### src/rtl/lifo_arbiter_pkg.sv
// lifo_arbiter_pkg
//   Shared types and default sizing for the LIFO arbiter slice.
//   - state_e : transaction FSM states (IDLE -> EXEC -> RESP -> IDLE)
//   - op_e    : operation latched for the current winner
//   - DEF_*   : default DATA_W / DEPTH / N_REQ values used by the top
package lifo_arbiter_pkg;

  localparam int DEF_DATA_W = 8;
  localparam int DEF_DEPTH  = 8;
  localparam int DEF_N_REQ  = 4;

  typedef enum logic [1:0] {
    IDLE = 2'd0,
    EXEC = 2'd1,
    RESP = 2'd2
  } state_e;

  typedef enum logic {
    OP_PUSH = 1'b0,
    OP_POP  = 1'b1
  } op_e;

endpackage

### src/rtl/lifo_core.sv
// lifo_core
//   Stack storage with pointer/count and status flags.
//   Ports:
//     clock, reset_n      : clock, asynchronous active-low reset
//     push_stb, pop_stb   : single-cycle operation strobes
//     wdata [DATA_W]      : data written on push_stb
//     top_data [DATA_W]   : current top-of-stack entry (meaningful when !empty)
//     count               : number of valid entries, 0..DEPTH
//     full, empty         : combinational decode of count
//   A push while full or a pop while empty is ignored. Push wins if both
//   strobes are ever asserted together.
module lifo_core #(
  parameter int DATA_W = 8,
  parameter int DEPTH  = 8
) (
  input  logic                     clock,
  input  logic                     reset_n,
  input  logic                     push_stb,
  input  logic                     pop_stb,
  input  logic [DATA_W-1:0]        wdata,
  output logic [DATA_W-1:0]        top_data,
  output logic [$clog2(DEPTH):0]   count,
  output logic                     full,
  output logic                     empty
);

  localparam int AW = $clog2(DEPTH);
  localparam int CW = AW + 1;

  // Storage is deliberately left unreset; count==0 makes its contents moot.
  logic [DATA_W-1:0] mem_q [DEPTH];

  logic [CW-1:0] count_q, count_d;
  logic          do_push, do_pop;
  logic [AW-1:0] top_idx;

  assign full  = (count_q == CW'(DEPTH));
  assign empty = (count_q == '0);
  assign count = count_q;

  assign do_push = push_stb && !full;
  assign do_pop  = pop_stb && !empty && !push_stb;

  always_comb begin
    count_d = count_q;
    if (do_push) begin
      count_d = count_q + CW'(1);
    end else if (do_pop) begin
      count_d = count_q - CW'(1);
    end
  end

  always_ff @(posedge clock or negedge reset_n) begin
    if (!reset_n) begin
      count_q <= '0;
    end else begin
      count_q <= count_d;
    end
  end

  // Write slot is the current count; when full the low bits wrap to 0, but
  // do_push is blocked then, so no overwrite happens.
  always_ff @(posedge clock) begin
    if (do_push) begin
      mem_q[count_q[AW-1:0]] <= wdata;
    end
  end

  // Top entry sits one below the write slot. At count==DEPTH the low bits
  // are zero and the subtraction wraps to DEPTH-1, which is correct.
  assign top_idx  = count_q[AW-1:0] - AW'(1);
  assign top_data = mem_q[top_idx];

endmodule

### src/rtl/lifo_arbiter.sv
// lifo_arbiter
//   Round-robin arbiter in front of a shared LIFO stack. One transaction at
//   a time: IDLE (arbitrate) -> EXEC (grant, access stack) -> RESP (done).
//   Ports:
//     clock, reset_n        : clock, asynchronous active-low reset
//     push_req, pop_req     : per-requester requests (push wins if both)
//     push_data             : requester i data at [i*DATA_W +: DATA_W]
//     gnt                   : one-hot grant, high during EXEC only
//     done                  : one-hot completion pulse, high during RESP only
//     err                   : push-while-full / pop-while-empty, valid with done
//     rdata                 : pop result, valid with done (0 on error)
//     full, empty, count    : stack status
//     err_count (optional)  : saturating count of error completions, present
//                             only when LIFO_ARBITER_STATS_EN is defined
module lifo_arbiter
  import lifo_arbiter_pkg::*;
#(
  parameter int DATA_W = DEF_DATA_W,
  parameter int DEPTH  = DEF_DEPTH,
  parameter int N_REQ  = DEF_N_REQ
) (
  input  logic                     clock,
  input  logic                     reset_n,
  input  logic [N_REQ-1:0]         push_req,
  input  logic [N_REQ-1:0]         pop_req,
  input  logic [N_REQ*DATA_W-1:0]  push_data,
  output logic [N_REQ-1:0]         gnt,
  output logic [N_REQ-1:0]         done,
  output logic                     err,
  output logic [DATA_W-1:0]        rdata,
  output logic                     full,
  output logic                     empty,
  output logic [$clog2(DEPTH):0]   count
`ifdef LIFO_ARBITER_STATS_EN
  ,
  output logic [15:0]              err_count
`endif
);

  localparam int IDX_W = (N_REQ > 1) ? $clog2(N_REQ) : 1;

  state_e             state_q, state_d;
  logic [IDX_W-1:0]   winner_q, winner_d;
  logic [IDX_W-1:0]   last_q, last_d;
  op_e                op_q, op_d;
  logic [DATA_W-1:0]  rdata_q, rdata_d;
  logic               err_q, err_d;

  logic [N_REQ-1:0]   eligible;
  logic               found;
  logic [IDX_W-1:0]   pick;
  logic [IDX_W-1:0]   cand;

  logic               push_stb, pop_stb;
  logic [DATA_W-1:0]  wdata;
  logic [DATA_W-1:0]  top_data;
  logic               core_full, core_empty;

  lifo_core #(
    .DATA_W (DATA_W),
    .DEPTH  (DEPTH)
  ) u_core (
    .clock    (clock),
    .reset_n  (reset_n),
    .push_stb (push_stb),
    .pop_stb  (pop_stb),
    .wdata    (wdata),
    .top_data (top_data),
    .count    (count),
    .full     (core_full),
    .empty    (core_empty)
  );

  assign full  = core_full;
  assign empty = core_empty;

  // Round-robin search: walk indices starting just after last winner,
  // wrapping at N_REQ-1, and take the first eligible one.
  assign eligible = push_req | pop_req;

  always_comb begin
    found = 1'b0;
    pick  = '0;
    cand  = last_q;
    for (int off = 0; off < N_REQ; off++) begin
      cand = (cand == IDX_W'(N_REQ - 1)) ? '0 : cand + IDX_W'(1);
      if (!found && eligible[cand]) begin
        found = 1'b1;
        pick  = cand;
      end
    end
  end

  // ---------------- state register ----------------
  always_ff @(posedge clock or negedge reset_n) begin
    if (!reset_n) begin
      state_q <= IDLE;
    end else begin
      state_q <= state_d;
    end
  end

  // ---------------- next-state logic ----------------
  always_comb begin
    state_d = state_q;
    case (state_q)
      IDLE:    state_d = found ? EXEC : IDLE;
      EXEC:    state_d = RESP;
      RESP:    state_d = IDLE;
      default: state_d = IDLE;
    endcase
  end

  // ---------------- transaction / response registers ----------------
  always_ff @(posedge clock or negedge reset_n) begin
    if (!reset_n) begin
      winner_q <= '0;
      last_q   <= IDX_W'(N_REQ - 1);
      op_q     <= OP_PUSH;
      rdata_q  <= '0;
      err_q    <= 1'b0;
    end else begin
      winner_q <= winner_d;
      last_q   <= last_d;
      op_q     <= op_d;
      rdata_q  <= rdata_d;
      err_q    <= err_d;
    end
  end

  always_comb begin
    winner_d = winner_q;
    last_d   = last_q;
    op_d     = op_q;
    rdata_d  = rdata_q;
    err_d    = err_q;
    case (state_q)
      IDLE: begin
        if (found) begin
          winner_d = pick;
          op_d     = push_req[pick] ? OP_PUSH : OP_POP;
        end
      end
      EXEC: begin
        if (op_q == OP_PUSH) begin
          err_d   = core_full;
          rdata_d = '0;
        end else begin
          err_d   = core_empty;
          rdata_d = core_empty ? '0 : top_data;
        end
      end
      RESP: begin
        last_d = winner_q;
      end
      default: ;
    endcase
  end

  // ---------------- outputs ----------------
  always_comb begin
    gnt      = '0;
    done     = '0;
    err      = 1'b0;
    push_stb = 1'b0;
    pop_stb  = 1'b0;
    case (state_q)
      EXEC: begin
        gnt      = N_REQ'(1) << winner_q;
        push_stb = (op_q == OP_PUSH);
        pop_stb  = (op_q == OP_POP);
      end
      RESP: begin
        done = N_REQ'(1) << winner_q;
        err  = err_q;
      end
      default: ;
    endcase
  end

  // Winner's data is taken live in EXEC, not at arbitration time.
  assign wdata = push_data[int'(winner_q)*DATA_W +: DATA_W];
  assign rdata = rdata_q;

`ifdef LIFO_ARBITER_STATS_EN
  logic [15:0] err_cnt_q, err_cnt_d;

  always_comb begin
    err_cnt_d = err_cnt_q;
    if ((state_q == RESP) && err_q && (err_cnt_q != 16'hFFFF)) begin
      err_cnt_d = err_cnt_q + 16'd1;
    end
  end

  always_ff @(posedge clock or negedge reset_n) begin
    if (!reset_n) begin
      err_cnt_q <= '0;
    end else begin
      err_cnt_q <= err_cnt_d;
    end
  end

  assign err_count = err_cnt_q;
`endif

endmodule

### config.mk
export PLATFORM = sky130hd
export DESIGN_NAME = lifo_arbiter
export DESIGN_NICKNAME = d
export VERILOG_FILES = /design/src/rtl/lifo_arbiter_pkg.sv /design/src/rtl/lifo_core.sv /design/src/rtl/lifo_arbiter.sv
export SDC_FILE = /design/constraint.sdc
export NUM_CORES = 1
export LEC_CHECK = 0
export CAP_MARGIN = 25
export CORE_MARGIN = 2
export CORE_UTILIZATION = 59
export CTS_BUF_LIST = sky130_fd_sc_hd__clkbuf_2 sky130_fd_sc_hd__clkbuf_4 sky130_fd_sc_hd__clkbuf_8
export DETAILED_ROUTE_END_ITERATION = 6
export GPL_TIMING_DRIVEN = 0
export PLACE_DENSITY_LB_ADDON = 0.15
export SLEW_MARGIN = 30
export SYNTH_ARGS = -nofsm -noshare
export SYNTH_HDL_FRONTEND = slang
export SYNTH_HIERARCHICAL = 1
export SYNTH_SLANG_ARGS = --single-unit
### constraint.sdc
create_clock -name clock -period 6.5 [get_ports clock]
set_input_delay 1.3 -clock clock [delete_from_list [all_inputs] [get_ports clock]]
set_output_delay 1.3 -clock clock [all_outputs]
set_load 0.1 [all_outputs]
==> results of run 1 <==
-- critical path: stages, from the launching register on --
cell and delay [ns]:
dfrtp_1 0.50, buf_4 0.25, inv_1 0.12, ha_1 0.32, and2b_1 0.22, and2_1 0.18, clkdlybuf4s50_1 1.15
-- cells by family after synthesis --
| group | after synthesis | share of synthesized area (%) |
|---|---|---|
| DFF | 84 | 63.0 |
| and+or+nand+nor | 49 | 5.85 |
| muxes | 38 | 19.4 |
| AOI/OAI and AO/OA | 28 | 6.15 |
| buffers and inverters | 20 | 2.37 |
| adders and majority gates | 5 | 1.82 |
| xor gates and xnor gates | 4 | 1.40 |
-- synth_stat cells, drive strengths merged, types with 3 or more instances --
cell / instances / area share (%)
o21ai: 3 / 0.39
ha: 4 / 1.3
nand2: 11 / 1.1
mux4: 25 / 15
dfrtp: 18 / 12
a22o: 8 / 1.8
nand2b: 7 / 1.1
nor2: 22 / 2.1
mux2: 12 / 4.3
nor3: 5 / 0.78
clkbuf: 5 / 0.49
inv: 9 / 0.88
a21oi: 3 / 0.49
buf: 6 / 1.0
edfxtp: 64 / 50
-- layer usage --
metal  global-route usage [%]  vias up
met4                     9.52        0
met1                     31.6     1208
met3                     5.41       15
met5                        0        -
met2                     42.4      104
li1                         -     1045
-- cells in the final DEF, fill, tap and decap left out, types with 2 or more instances in the layout --
master            n
a21o_2            2
a21oi_1           2
a22o_1            8
buf_2             5
bufinv_16         2
clkbuf_1          5
clkbuf_8          9
clkdlybuf4s50_1  63
clkinv_2          2
clkinv_4          2
dfrtp_1          18
dfstp_2           2
edfxtp_1         64
ha_1              4
inv_1             9
mux2_2            4
mux2_4            8
mux4_1            2
mux4_2           23
nand2_1          11
nand2b_1          7
nor2_1           22
nor3_1            2
nor3_2            3
o211ai_1          2
o21ai_0           3
xnor2_1           2
-- final cells by class --
class | instances | area (sq um) | area share (%)
Clock inverter | 7 | 91.3 | 1.90
Multi-Input combinational cell | 124 | 1340 | 27.9
Buffer | 11 | 57.6 | 1.20
Sequential cell | 84 | 2420 | 50.5
Inverter | 9 | 33.8 | 0.703
Clock buffer | 9 | 124 | 2.58
Tap cell | 77 | 96.3 | 2.01
Timing Repair Buffer | 64 | 636 | 13.2
-- metrics by stage --
step	util [%]	std cells	total power, uW	setup slack (ns)	hold slack [ns]
after floorplan	-	228	1880	2.22	0.450
after global placement	72.6	369	2170	2.50	0.470
after detailed placement	72.7	369	2220	2.47	0.489
after CTS	76.1	385	2620	2.08	0.508
after global routing	76.1	385	2720	1.95	0.537
final	76.1	385	2600	2.11	0.499
-- state kept, by name, indices dropped and copies added (netlist names) --
| signal | cells |
|---|---|
| last_q | 2 |
| op_q | 1 |
| u_core/mem_q | 64 |
| u_core/count | 4 |
| err_q | 1 |
| rdata | 8 |
| winner_q | 2 |
| state_q | 2 |
-- power by group --
group / total (uW) / internal (uW) / switching, uW
registers: 815 / 742 / 73.1
clock network: 396 / 215 / 181
logic: 1390 / 561 / 825
total: 2600 / 1520 / 1080
-- worst paths after layout --
kind / from / to / slack [ns] / cells after the start
setup / recovery: u_core/count[0] / full / 2.11 / 6
hold / removal: err_q / err_q / 0.50 / 2
setup reg to reg: state_q[1] / u_core/mem_q[1][6] / 3.55 / 7
hold reg to reg: err_q / err_q / 0.50 / 2
max in group asynchronous: reset_n / last_q[1] / 5.20 / 1
min in group asynchronous: reset_n / rdata[2] / 0.93 / 1
==> metrics.txt, run 1 <==
status=completed; Fin. Hold Viols=0; Max Fclk=about 0.23 GHz; Hold WC Path Type=reg2reg; Detailed Routing Iterations Pass 1=4; register area share after synthesis=between 60 and 70%; RSZ-0062 raised after global routing=no; Max Cap Viol=0; vias in the first global route=2557; CTS sink cnt=84; Vias=between 2000 and 2500; WL met3=a little over 600 um; Crit. End Element=output pin; Area Growth Syn to Fin=24.9%; Detailed Place HPWL=around 5700 um; final net count=350; Die ar.=0.00718 sq mm; Layout fillers=a little under 400; WP data arrival=3.09 ns; total routed wirelength=slightly above 8000 um; Routed wire per std cell=21.5 um; first-pass GRT wire length=13000 um; CTS max path bufs=2; initial antenna violation count=0; DRT met1 WL=3200 um; measured slew at the worst slew-check pin=1.02 ns; Yosys cell types=43; routability cong.=between 0.9 and 1; crit path launch type=flop; largest net degree at the start of global routing=21; Final setup viols=0; Primary FF master, synth=edfxtp_1; number of synthesized flops with an enable pin=64; vias per cell=about 6.2; highest metal layer with signal wires=met4; clk_skew=roughly 0.0067 ns; CORE AREA=0.00631 sq mm; worst-skew pair later-pin latency=around 0.35 ns; IO Count=65; asr flop ratio synth=around a quarter; Residual DRC=0; Final Cycle Share=just under 70%; fin crit period=4.39 ns; cell row count=29; post-route ant nets=0; VDD IR-drop max=between 0.0004 and 0.0005 V; Hold Buf Count CTS=0; Die Ht=approximately 85 um; share of layout cells above drive strength 1=approximately 23%; Final TNS setup=0 ns; H-tree level count=3; Slew Limit Fails=0; Post-CTS Setup Bufs=0; WL met2=between 4000 and 5000 um; post_cts resized=0; Antenna Cells=0; TritonCTS buffer count=9; synth warn=6; Starting Density=about three fifths; chip width=around 85 um; post-synth net total=between 200 and 300; kind of critical path=reg2out; Worst Path Required=around 5.2 ns; placed inst area=roughly 0.0046 sq mm; DRT iter0 DRCs=around 240; CTS tree=built; Lkg Pwr=0.00172 uW; clk slew on worst S/H paths=around 0.080 ns; final instance area=0.00480 sq mm; crit path max fanout=10; GRT overflow=0; IO buf count=between 60 and 70; Root Buffer=clkbuf_8; Syn Std Cell Area=0.00385 sq mm; Mapped Cells=about 230; post-synthesis register bit count=84; GRT Total Usage=between 20% and 30%; pwr dens=about 540 mW/mm^2; syn avg cell area=about 17 sq um; Slew headroom=a little under a third
No activity file was read; power rests on OpenSTA's default activity.
==> inputs of run 2 (changes only) <==
Settings changed: CORE_UTILIZATION 59 to 50.
Clock period 6.5 ns to 3.8 ns, I/O delays scaled along.
==> run 2 against run 1 <==
Compared with the run above:
- clock-buffer cell count up 1
- non-clock buffer count up 1
- via count down 4.2%
- worst setup slack worse by 1.8 ns
- global-route usage down 5.3 points
- final cell count up 6.0%
- worst hold slack worse by 0.12 ns
- combinational power up 68%
- critical path depth unchanged
- die area up 17%
- critical path type unchanged
==> metrics.txt, run 2 (same netlist as run 1, synthesis figures left out) <==
kind of critical path=reg2out; RSZ-0062 raised after global routing=no; vias per cell=roughly 5.6; Lkg Pwr=~0.0017 uW; Antenna Cells=0; Starting Density=a little over half; IO buf count=64; sequential cell area=0.00243 sq mm; Max Cap Viol=0; largest net degree at the start of global routing=21; Max Fclk=0.283 GHz; VDD IR-drop max=approximately 0.00037 V; WP data arrival=2.78 ns; Die ar.=0.00841 sq mm; worst-skew pair later-pin latency=about 0.34 ns; TritonCTS buffer count=9; total routed wirelength=between 7000 and 8000 um; CTS tree=built; Root Buffer=clkbuf_8; Die Ht=a little over 90 um; CTS sink cnt=84; Layout fillers=~550; Slew Limit Fails=0; fin crit period=3.54 ns; first-pass GRT wire length=12100 um; Reg2Reg Setup Slack=roughly 0.92 ns; chip width=just over 90 um; clk slew on worst S/H paths=0.08 ns; Tot Pwr=approximately 4300 uW; clk_skew=just over 0.009 ns; Final TNS setup=0 ns; Hold WC Path Type=in2async; status=completed; GRT Total Usage=19.6%; Worst Path Required=about 3 ns; most frequent cells in the layout=edfxtp_1 (64), clkdlybuf4s50_1 (61), mux4_2 (23); area of the multi-input gates=between 0.001 and 0.0015 sq mm; post-route ant nets=0; crit path max fanout=10; Crit. End Element=output pin; pwr dens=~890 mW/mm^2; DRT iter0 DRCs=around 110; measured slew at the worst slew-check pin=1.01 ns; Slew headroom=32.7%; commonest non-fill, non-tap cell in the layout=edfxtp_1; GRT overflow=0; CTS max path bufs=2; initial antenna violation count=0; Vias=around 2300; CORE AREA=~0.0074 sq mm; max reg flops=64; routability cong.=roughly 0.8; Final Cycle Share=between 90% and 100%; Area Growth Syn to Fin=24.5%; H-tree level count=3; Final setup viols=0; Fin. Hold Viols=0; final net count=around 350; Routed wire per std cell=18.6 um; Detailed Routing Iterations Pass 1=4; vias in the first global route=~2300; crit path launch type=flop; Detailed Place HPWL=5350 um; IO Count=65; share of layout cells above drive strength 1=between 20% and 30%; Residual DRC=0; cell row count=31
## run 2: cell types whose count changed in the layout (fill, tap and decap cells not counted), sizes merged
cell and delta:
bufinv -2, clkinvlp +2, clkinv -1, buf +1, dlygate4sd2 +2, clkbuf +1
clkdlybuf4s50 -2
## run 2: repair_timing
action | in CTS | in global routing
resized for setup | 2 | 0
setup buffers | 0 | 0
endpoints found under the setup margin | 2 | 0
hold buffers | 0 | 0
## run 2: power by group
group / switching (uW) / leakage, uW / internal [uW]
clock: 299 / 0.0000806 / 238
combinational: 1380 / 0.000802 / 955
sequential: 125 / 0.000825 / 1270
## run 2: layer usage
metal	track usage, %	vias up	wire length (um)	share of wire (%)
met5	0	-	0	0
met4	4.98	0	106	1.4
met2	32.4	69	3810	50
met1	25.8	1139	3320	44
met3	5.67	14	373	4.9
li1	-	1051	-	-
## run 2: worst paths after layout
path	depth (start not counted)	to	startpoint
setup / recovery	6	full	u_core/count[0]
hold / removal	1	rdata[2]	reset_n
setup reg to reg	7	u_core/mem_q[3][3]	state_q[1]
hold reg to reg	2	err_q	err_q
max in group asynchronous	1	last_q[1]	reset_n
min in group clock	2	err_q	err_q
## run 2: area by class of cell
type	count	area share (%)
timing repair buffer	65	13.4
multi-input combinational	124	28.1
inverter	9	0.705
sequential	84	50.7
clock buffer	10	2.74
tap	99	2.59
buffer	11	1.20
clock inverter	6	0.679
## run 2: critical path: stages (launching register included)
cell and delay (ns):
dfrtp_2 0.49, buf_4 0.22, inv_1 0.12, ha_1 0.32, and2b_1 0.22, and2_1 0.18
dlygate4sd2_1 0.87
## run 2: metrics by stage
| step | util, % | setup slack [ns] | area, sq um | hold slack (ns) | instances |
|---|---|---|---|---|---|
| 4_1_cts | 65.0 | 0.258 | 4790 | 0.386 | 408 |
| 3_3_place_gp | 62.6 | 0.366 | 4610 | 0.470 | 391 |
| 2_1_floorplan | - | 0.145 | 3850 | 0.450 | 228 |
| 5_1_grt | 65.0 | 0.131 | 4790 | 0.397 | 408 |
| 3_5_place_dp | 62.8 | 0.362 | 4630 | 0.481 | 392 |
| 6_report | 65.0 | 0.264 | 4790 | 0.377 | 408 |
==> inputs of run 3 (changes only) <==
Settings changed: ABC_CLOCK_PERIOD_IN_PS from default to 3800.
==> results of run 3 <==
The final DEF is identical to that of run 2; final timing and power are the same.
